File: src/rtl/tow_judge.sv
// tow_judge: tug-of-war referee with synchronized, debounced buttons and latched wins.
// Define TOW_SCORE_EN to add saturating 4-bit win counters (scorel/scorer).
module tow_judge #(
  parameter int NLED = 7
) (
  input  logic            clk,
  input  logic            rst,
  input  logic            slowen,
  input  logic            pbl,
  input  logic            pbr,
  output logic [NLED-1:0] leds,
  output logic            lwin,
  output logic            rwin
`ifdef TOW_SCORE_EN
  ,
  output logic [3:0]      scorel,
  output logic [3:0]      scorer
`endif
);

  localparam int PW = (NLED > 1) ? $clog2(NLED) : 1;
  localparam logic [PW-1:0] CENTRE  = PW'(NLED / 2);
  localparam logic [PW-1:0] LEFTEND = PW'(NLED - 1);

  typedef enum logic [1:0] {
    PLAY = 2'd0,
    LWIN = 2'd1,
    RWIN = 2'd2
  } state_t;

  logic [1:0]    r_syncL;
  logic [1:0]    r_syncR;
  logic          r_sampL;
  logic          r_sampR;
  logic          r_evL;
  logic          r_evR;
  logic          r_restart;
  logic [PW-1:0] r_pos;
  state_t        r_state;

  logic          w_syncL;
  logic          w_syncR;
  logic [PW-1:0] w_posNext;
  state_t        w_stateNext;

  always_ff @(posedge clk or negedge rst) begin
    if (!rst) begin
      r_syncL <= 2'b00;
      r_syncR <= 2'b00;
    end else begin
      r_syncL <= {r_syncL[0], pbl};
      r_syncR <= {r_syncR[0], pbr};
    end
  end

  assign w_syncL = r_syncL[1];
  assign w_syncR = r_syncR[1];

  // Events and restart are one-cycle pulses, consumed by the FSM on the following edge.
  always_ff @(posedge clk or negedge rst) begin
    if (!rst) begin
      r_sampL   <= 1'b0;
      r_sampR   <= 1'b0;
      r_evL     <= 1'b0;
      r_evR     <= 1'b0;
      r_restart <= 1'b0;
    end else begin
      r_evL     <= 1'b0;
      r_evR     <= 1'b0;
      r_restart <= 1'b0;
      if (slowen) begin
        r_sampL   <= w_syncL;
        r_sampR   <= w_syncR;
        r_evL     <= w_syncL & ~r_sampL;
        r_evR     <= w_syncR & ~r_sampR;
        r_restart <= w_syncL & w_syncR;
      end
    end
  end

  always_ff @(posedge clk or negedge rst) begin
    if (!rst) begin
      r_state <= PLAY;
      r_pos   <= CENTRE;
    end else begin
      r_state <= w_stateNext;
      r_pos   <= w_posNext;
    end
  end

  always_comb begin
    w_stateNext = r_state;
    w_posNext   = r_pos;
    case (r_state)
      PLAY: begin
        if (r_evL && !r_evR) begin
          if (r_pos == LEFTEND) w_stateNext = LWIN;
          else                  w_posNext   = r_pos + PW'(1);
        end else if (r_evR && !r_evL) begin
          if (r_pos == '0) w_stateNext = RWIN;
          else             w_posNext   = r_pos - PW'(1);
        end
      end
      LWIN, RWIN: begin
        if (r_restart) begin
          w_stateNext = PLAY;
          w_posNext   = CENTRE;
        end
      end
      default: begin
        w_stateNext = PLAY;
        w_posNext   = CENTRE;
      end
    endcase
  end

  always_comb begin
    leds = NLED'(1) << r_pos;
    lwin = (r_state == LWIN);
    rwin = (r_state == RWIN);
  end

`ifdef TOW_SCORE_EN
  logic [3:0] r_scoreL;
  logic [3:0] r_scoreR;

  // Counters step only on the PLAY->win transition and survive restarts.
  always_ff @(posedge clk or negedge rst) begin
    if (!rst) begin
      r_scoreL <= 4'd0;
      r_scoreR <= 4'd0;
    end else begin
      if (r_state == PLAY && w_stateNext == LWIN && r_scoreL != 4'hF)
        r_scoreL <= r_scoreL + 4'd1;
      if (r_state == PLAY && w_stateNext == RWIN && r_scoreR != 4'hF)
        r_scoreR <= r_scoreR + 4'd1;
    end
  end

  assign scorel = r_scoreL;
  assign scorer = r_scoreR;
`endif

endmodule

File: config.mk
export PLATFORM = sky130hd
export DESIGN_NAME = tow_judge
export DESIGN_NICKNAME = d
export VERILOG_FILES = /design/src/rtl/tow_judge.sv
export SDC_FILE = /design/constraint.sdc
export NUM_CORES = 1
export LEC_CHECK = 0
export CAP_MARGIN = 20
export CELL_PAD_IN_SITES_DETAIL_PLACEMENT = 0
export CELL_PAD_IN_SITES_GLOBAL_PLACEMENT = 1
export CORE_UTILIZATION = 30
export DETAILED_ROUTE_END_ITERATION = 12
export PLACE_DENSITY = 0.72
export SETUP_SLACK_MARGIN = 0.3
export SYNTH_ARGS = -nofsm -noshare
export SYNTH_HDL_FRONTEND = slang
export SYNTH_SLANG_ARGS = --single-unit
File: constraint.sdc
create_clock -name clk -period 2.3 [get_ports clk]
set_input_delay 0.46 -clock clk [delete_from_list [all_inputs] [get_ports clk]]
set_output_delay 0.46 -clock clk [all_outputs]
set_load 0.01 [all_outputs]
Word-level counts from Yosys, hierarchy flattened
Index checks and enable logic that the tools add are counted.
{ "word_totals": {"out_inout_bits": 9, "input_bits": 5, "regBits": 14, "elab_cells": 50} }
{ "classes": {"muxes": 15, "eq_ne": 9, "n_reduce_logical": 9, "shift": 1, "bitwise_logic": 5, "add_sub_neg": 2} }
{ "ops": {"columns": ["op", "n"], "rows": [
  ["$mux 3", 5],
  ["$ne 3x3->1 const B", 5],
  ["$mux 2", 5],
  ["$reduce_and 4->1", 2],
  ["$shl 1x3->7 const A", 1],
  ["$pmux 3 s2", 1],
  ["$pmux 2 s2", 1],
  ["$add 3x1->3 const B", 1],
  ["$and 1x1->1", 3],
  ["$eq 3x3->1 const B", 1],
  ["$logic_not 3->1", 1],
  ["$mux 1", 3],
  ["$sub 3x1->3 const B", 1],
  ["$eq 2x1->1 const B", 1],
  ["$eq 2x2->1 const B", 1],
  ["$logic_and 1x1->1", 2],
  ["$logic_not 1->1", 2],
  ["$logic_not 2->1", 1],
  ["$ne 2x2->1 const B", 1],
  ["$not 1->1", 2],
  ["$reduce_or 2->1", 1]
]} }

Logic depth before layout (Yosys ltp)
Gate-level depths: netlist of run 1.
{ "depth": {"word_depth": 5, "mapped_depth": 7, "ltp_nobuf": 6} }

Least setup slack after synthesis of run 1
OpenSTA, ideal clock, no wires.
{ "synth_timing": {"path_type": "flip-flop to flip-flop", "start": "reg r_evR", "end": "reg r_pos[2]", "path_stages_with_launch": 7, "t_arrival_ns": 1.674, "setup_time_ns": 0.068, "slack_ns": 0.558, "path_cell_list": "dfrtp_1 > nand2b_4 > buf_6 > fa_1 > xnor2_1 > or4_1 > nand3_1"} }
{ "synth_between": {"elab_chain_len": 4} }
{ "synth_rtl": {"columns": ["item", "line_no", "rtl"], "rows": [
  ["start, declared", "36", "logic r_evR;"],
  ["start signal, assigned", "75", "r_evR <= w_syncR & ~r_sampR;"],
  ["$logic_not 1->1", "96", "if (r_evL && !r_evR) begin"],
  ["$logic_and 1x1->1", "96", null],
  ["$ne 3x3->1 (no source line) or $mux 3 (tied branches)", null, null],
  ["$reduce_and 4->1 (no source line) or $pmux 3 s2 (tied branches)", null, null],
  ["end signal, assigned", "87", "r_pos <= w_posNext;"],
  ["end, declared", "38", "logic [PW-1:0] r_pos;"]
]} }
Several ways; a longest one is shown, not always the timed one.
A chain may end at the register's enable or synchronous reset.

Final worst setup path of run 1
{ "layout_timing": {"start": "reg r_state[1]", "end": "out lwin"} }
{ "layout_between": {"elab_chain_len": 1} }
{ "layout_rtl": {"columns": ["item", "line_no", "rtl"], "rows": [
  ["start, declared", "39", "state_t r_state;"],
  ["start signal, assigned", "86", "r_state <= w_stateNext;"],
  ["$eq 2x1->1", "119", "lwin = (r_state == LWIN);"],
  ["end, declared", "12", "output logic lwin,"]
]} }
No other way between the ends.

==> flow_summary.ini, run 1 <==
[drt]
post_drt_wl_per_cell_um = 12.3
wl_um = 1500
drt_iter0_drc = 6
ant_nets = 0
via_per_inst = 4.91
vias = 599
post-route-drc-count = 0
drtPass1Iterations = 4

[yosys]
synthFlopType = dfrtp_1
synth_edf_count = 0
ys_warn_count = 0
synth_compound_area_share_pct = 11.5
syn_inst = 73
synthXorXnorAreaFrac_pct = 1.18
synth-simple-area-share_pct = 24.7
synthArstFlopShare_pct = 100
synth.distinct_cells = 33
synthAdderAreaFrac_pct = 7.78
avgSynthCellArea_um2 = 10.1
syn_nets = 82
synthMuxAreaShare_pct = 0
syn-cell-area_um2 = 739
seq_area_frac_synth_pct = 47.7
synth_top_family_by_area = simple AND/OR/NAND/NOR gates
synth-seq-cells = 14

[die]
initial_core_util_pct = 32.5
fp.dieH_um = 51.6
die_area_mm2 = 0.00267
row_count = 17
die_x_um = 51.6
coreArea_mm2 = 0.00228
ios = 14

[sta]
tns_ns = 0
post-route-period-util_pct = 84.0
period_needed_ns = 1.93
finalMaxSlewViolations = 0
rsz0062_at_grt = false
setup_violations = 0
max_freq_mhz = 518
max-slew-margin-rel_pct = 54.1
whs_ns = 0.354
fin_ws_ns = 0.368
fin_skew_ns = 0.00313
finalHoldViolations = 0
worstMarginPinSlew_ns = 0.687

[clock_tree]
cts_sinks = 14
cts_inserted_buffers = 3
cts_tree = yes
clk_pin_slew_ns = 0.09
clk_path_buf_depth = 2
htreeDepth = 1
clock_latency_ns = 0.28
cts_hold_buffers = 0
root_buffer = clkbuf_4

[min_path]
hold_path_class = register to register

[finish]
multi_input_area_um2 = 339
fill_cells = 220
final_util_pct = 43.1
drive_gt1_share_pct = 21.3
layout_commonest_cell = dfrtp_1
layout_common_cells = dfrtp_1 (11), nand2_1 (8), buf_4 (8)
diodes = 0
seq_area_um2 = 354
fin_area_um2 = 981
area_growth_pct = 32.7
final_cells = 122
finalNetCount = 104

[critical_path]
crit_path_max_fanout = 3
critPathCaptureType = output port
path_cells = inv_1 > ha_1 > clkdlybuf4s50_1
critPathTopFamily = buffers and inverters
worst_setup_path_start_kind = register
critPathBufInv = 2
critPathMaxStageDelay_ns = 0.53
arrival_ns = 1.47
critPathKind = register to output port
crit_required_ns = 1.84
critPathSlowestCell = clkdlybuf4s50_1

[flow_run]
max-cap-violations = 0

[placed_design]
place_inst = 109
post_dp_cell_area_um2 = 875
post-place-ws_ns = 0.441
port_buffers = 13
place_congestion = 0.758

[status]
outcome = finished clean

[global_route]
grt_pass1_wl_um = 2380
grtUsageTotal_pct = 12.2
grt_pass1_vias = 575
grt_remaining_overflow = 0
antenna_found_initial = 0
grt_max_degree = 15

[power_and_ir_drop]
ir_worst_vdd_mv = 0.559
power_leakage_nw = 0.479
p_per_area_mw_per_mm2 = 1170
totalPowerFinal_mw = 1.15
[worst paths after layout]
kind / start / to / slack (ns) / cells past startpoint
worst max-delay path: r_state[1] / lwin / 0.37 / 3
worst min-delay path: r_syncR[0] / r_syncR[1] / 0.35 / 0
worst max register to register: r_state[1] / r_pos[2] / 0.45 / 6
worst min register to register: r_syncR[0] / r_syncR[1] / 0.35 / 0
max in group asynchronous: rst / r_pos[2] / 1.23 / 1
min in group asynchronous: rst / r_state[0] / 0.59 / 1
[power breakdown]
part / total (mW) / switching (mW) / leakage (nW) / internal [mW]
combinational: 0.609 / 0.295 / 0.289 / 0.314
clock: 0.178 / 0.0818 / 0.0210 / 0.0962
sequential: 0.363 / 0.0526 / 0.169 / 0.311
total: 1.15 / 0.429 / 0.479 / 0.721
[registers in the layout (all words and copies together), names as in the netlist]
signal	count
r_pos	3
r_state	2
r_syncL	2
r_syncR	2
r_evL	1
r_evR	1
r_restart	1
r_sampL	1
r_sampR	1
[cell families (layout without fill, tap and decap cells)]
group,after synthesis,count (layout)
simple gates,32,32
flops,14,14
compound gates,11,11
buf+inv,11,32
fa+ha+maj,4,4
xor+xnor,1,1
[cell usage after synthesis, types with 3 or more instances]
library cell  count  area share (%)
ha_1              3             5.1
dfrtp_1          12              41
nand2_1           8             4.1
nor2_1            5             2.5
inv_1             6             3.0
nand3_1           3             2.0
nor3b_1           3             3.0
[final cells by class]
class	count	share of cell area, %
Sequential cell	14	36.1
Multi-Input combinational cell	48	34.6
Timing Repair Buffer	22	19.8
Clock buffer	4	3.70
Tap cell	28	3.57
Inverter	6	2.30
[metal layers]
layer	GRT usage [%]	share of wire [%]	vias to the layer above
met5	0	0	-
met4	4.95	1.4	0
met3	2.34	3.3	2
met2	20.3	52	14
met1	15.5	43	287
li1	-	-	296
[worst reg2reg max path: stages, from the launching register on]
cell and delay (ns):
dfrtp_1 0.41, inv_1 0.11, ha_1 0.33, inv_1 0.07, a221o_1 0.28, or4_1 0.51
nand3_1 0.08
[what timing repair did]
action / 4_1_cts / 5_1_grt
endpoints found under the hold margin: 0 / 0
resized for setup: 8 / 2
endpoints found under the setup margin: 7 / 2
buffers inserted: 8 / 1
(Power assumes the default switching activity.)
==> inputs of run 2 (changes only) <==
- PLACE_DENSITY: 0.72 -> 0.75
- clock period: 2.3 -> 1.6 ns (I/O delays scaled with it)
==> run 2 against run 1 <==
The flow now finishes with violations (negative setup slack). Sequential share of layout area shrank 9.9 points. Final cell count grew 22%. Count of clock-buffer cells in the layout is the same. Combinational power grew to 2.9 times the previous value. Register-to-register slack lost 0.62 ns. Die area is the same. Global-route usage grew 3.8 points. Non-clock buffer count grew 27. Sequential power grew 41%. Critical path depth grew 3. Critical path type is now register to register. Critical endpoint is now r_pos[2]. Largest power group unchanged.
==> flow_summary.ini, run 2 (same netlist as run 1, synthesis figures left out) <==
[clock_tree]
cts_tree = yes
clk_pin_slew_ns = 0.09
htreeDepth = 1
root_buffer = clkbuf_4
clock_latency_ns = 0.29
clk_path_buf_depth = 2
cts_inserted_buffers = 3
cts_sinks = 14

[global_route]
grt_pass1_wl_um = 3030
grt_pass1_vias = 673
use_met1_pct = 18.8
grtUsageTotal_pct = 16.1
gr-usage-met2_pct = 27.1
grt_use_met3_pct = 5.26
grt_remaining_overflow = 0
antenna_found_initial = 0
grt_max_degree = 15
busiest_layer = met2

[finish]
drive_gt1_share_pct = 58.7
layout_commonest_cell = buf_6
diodes = 0
layout_common_cells = buf_6 (25), buf_4 (14), dfrtp_1 (11)
area_growth_pct = 82.9
finalNetCount = 131
regMostFlops = r_pos
largest_register_ffs = 3

[drt]
wl_um = 2050
via_per_inst = 4.76
post_drt_wl_per_cell_um = 13.8
ant_nets = 0
vias = 709
post-route-drc-count = 0
drtPass1Iterations = 4
drt_iter0_drc = 21

[die]
fp.dieH_um = 51.6
row_count = 17
coreArea_mm2 = 0.00228
die_area_mm2 = 0.00267
ios = 14
initial_core_util_pct = 32.5
die_x_um = 51.6

[critical_path]
r2r_end = r_pos[2]
crit_required_ns = 1.83
crit_path_max_fanout = 3
worst_setup_path_start_kind = register
critPathKind = register to register
arrival_ns = 2.00
reg2reg_slack_ns = -0.17
critPathCaptureType = register
r2r-start = r_pos[1]
r2r.worst_path.cells = 6

[power_and_ir_drop]
totalPowerFinal_mw = 2.56
switching_share_pct = 36.0
power_frac_comb_pct = 69.8
ir_worst_vdd_mv = 1.03
p_int_mw = 1.64
p_per_area_mw_per_mm2 = 1890
p_seq_share_pct = 20.0
p_sw_mw = 0.922
power_leakage_nw = 0.644
pwr-share-clk_pct = 10.2

[status]
outcome = finished with violations
violations = negative setup slack

[sta]
setup_violations = 10
worstMarginPinSlew_ns = 0.251
post-route-period-util_pct = 110
max-slew-margin-rel_pct = 83.1
fin_skew_ns = 0.00934
rsz0062_at_grt = true
fin_ws_ns = -0.167
finalMaxSlewViolations = 0
period_needed_ns = 1.77
finalHoldViolations = 0
whs_ns = 0.335
max_freq_mhz = 566

[flow_run]
max-cap-violations = 0

[placed_design]
port_buffers = 13
hpwlAfterDp_um = 1090
place_congestion = 0.793

[min_path]
hold_path_class = input pin to asynchronous set/reset pin
## run 2: cell count changes in the layout (fill, tap and decap cells not counted), sizes merged
cell / previous run / this run
clkdlybuf4s50: 6 / 4
buf: 9 / 45
dlymetal6s2s: 2 / 0
dlygate4sd2: 5 / 0
## run 2: stage by stage
| stage | util, % | area (µm²) | cells | setup TNS, ns | worst slack (ns) |
|---|---|---|---|---|---|
| after global placement | 43.7 | 995 | 123 | -0.432 | -0.0906 |
| after floorplan | - | 773 | 73 | -0.0819 | -0.0819 |
| after global routing | 59.4 | 1350 | 149 | -1.14 | -0.233 |
| after CTS | 54.5 | 1240 | 143 | -0.437 | -0.162 |
| final | 59.4 | 1350 | 149 | -0.611 | -0.167 |
| after detailed placement | 43.7 | 995 | 123 | -0.537 | -0.106 |
## run 2: worst max-delay path, stage by stage, from the launching register on
cell,delay [ns]
dfstp_2,0.39
buf_6,0.11
buf_6,0.11
fa_2,0.39
xnor2_1,0.15
or4_1,0.48
nand3_1,0.08
## run 2: metal layers
metal	vias to the layer above	wire length [µm]
met5	-	0
met4	0	17
met3	3	70
met2	15	1080
met1	344	882
li1	347	-
## run 2: power groups by stage
stage               Combinational (mW)  Sequential [mW]  Clock (mW)
global placement                 0.902            0.563           0
detailed placement               0.916            0.566           0
floorplan                        0.596            0.506           0
global route                      1.91            0.519       0.283
finish                            1.79            0.512       0.261
CTS                               1.43            0.508       0.276
## run 2: worst max path at each step
stage,startpoint,to,slack (ns)
2_1_floorplan,r_evR,r_pos[2],-0.08
3_3_place_gp,r_pos[1],leds[2],-0.09
3_5_place_dp,r_pos[1],leds[2],-0.11
4_1_cts,r_pos[1],r_pos[2],-0.16
5_1_grt,r_pos[1],r_pos[2],-0.23
6_report,r_pos[1],r_pos[2],-0.17
## run 2: cell type report
type | instances | area (µm²)
Clock buffer | 4 | 36.3
Fill cell | 186 | 923
Inverter | 6 | 22.5
Multi-Input combinational cell | 48 | 448
Sequential cell | 14 | 354
Tap cell | 28 | 35.0
Timing Repair Buffer | 49 | 457
## run 2: what timing repair did
item                                    4_1_cts  5_1_grt
hold buffers                                  0        0
resized for setup                            69       14
pin swaps                                     8       10
setup buffers                                16        6
endpoints found under the setup margin       14       14
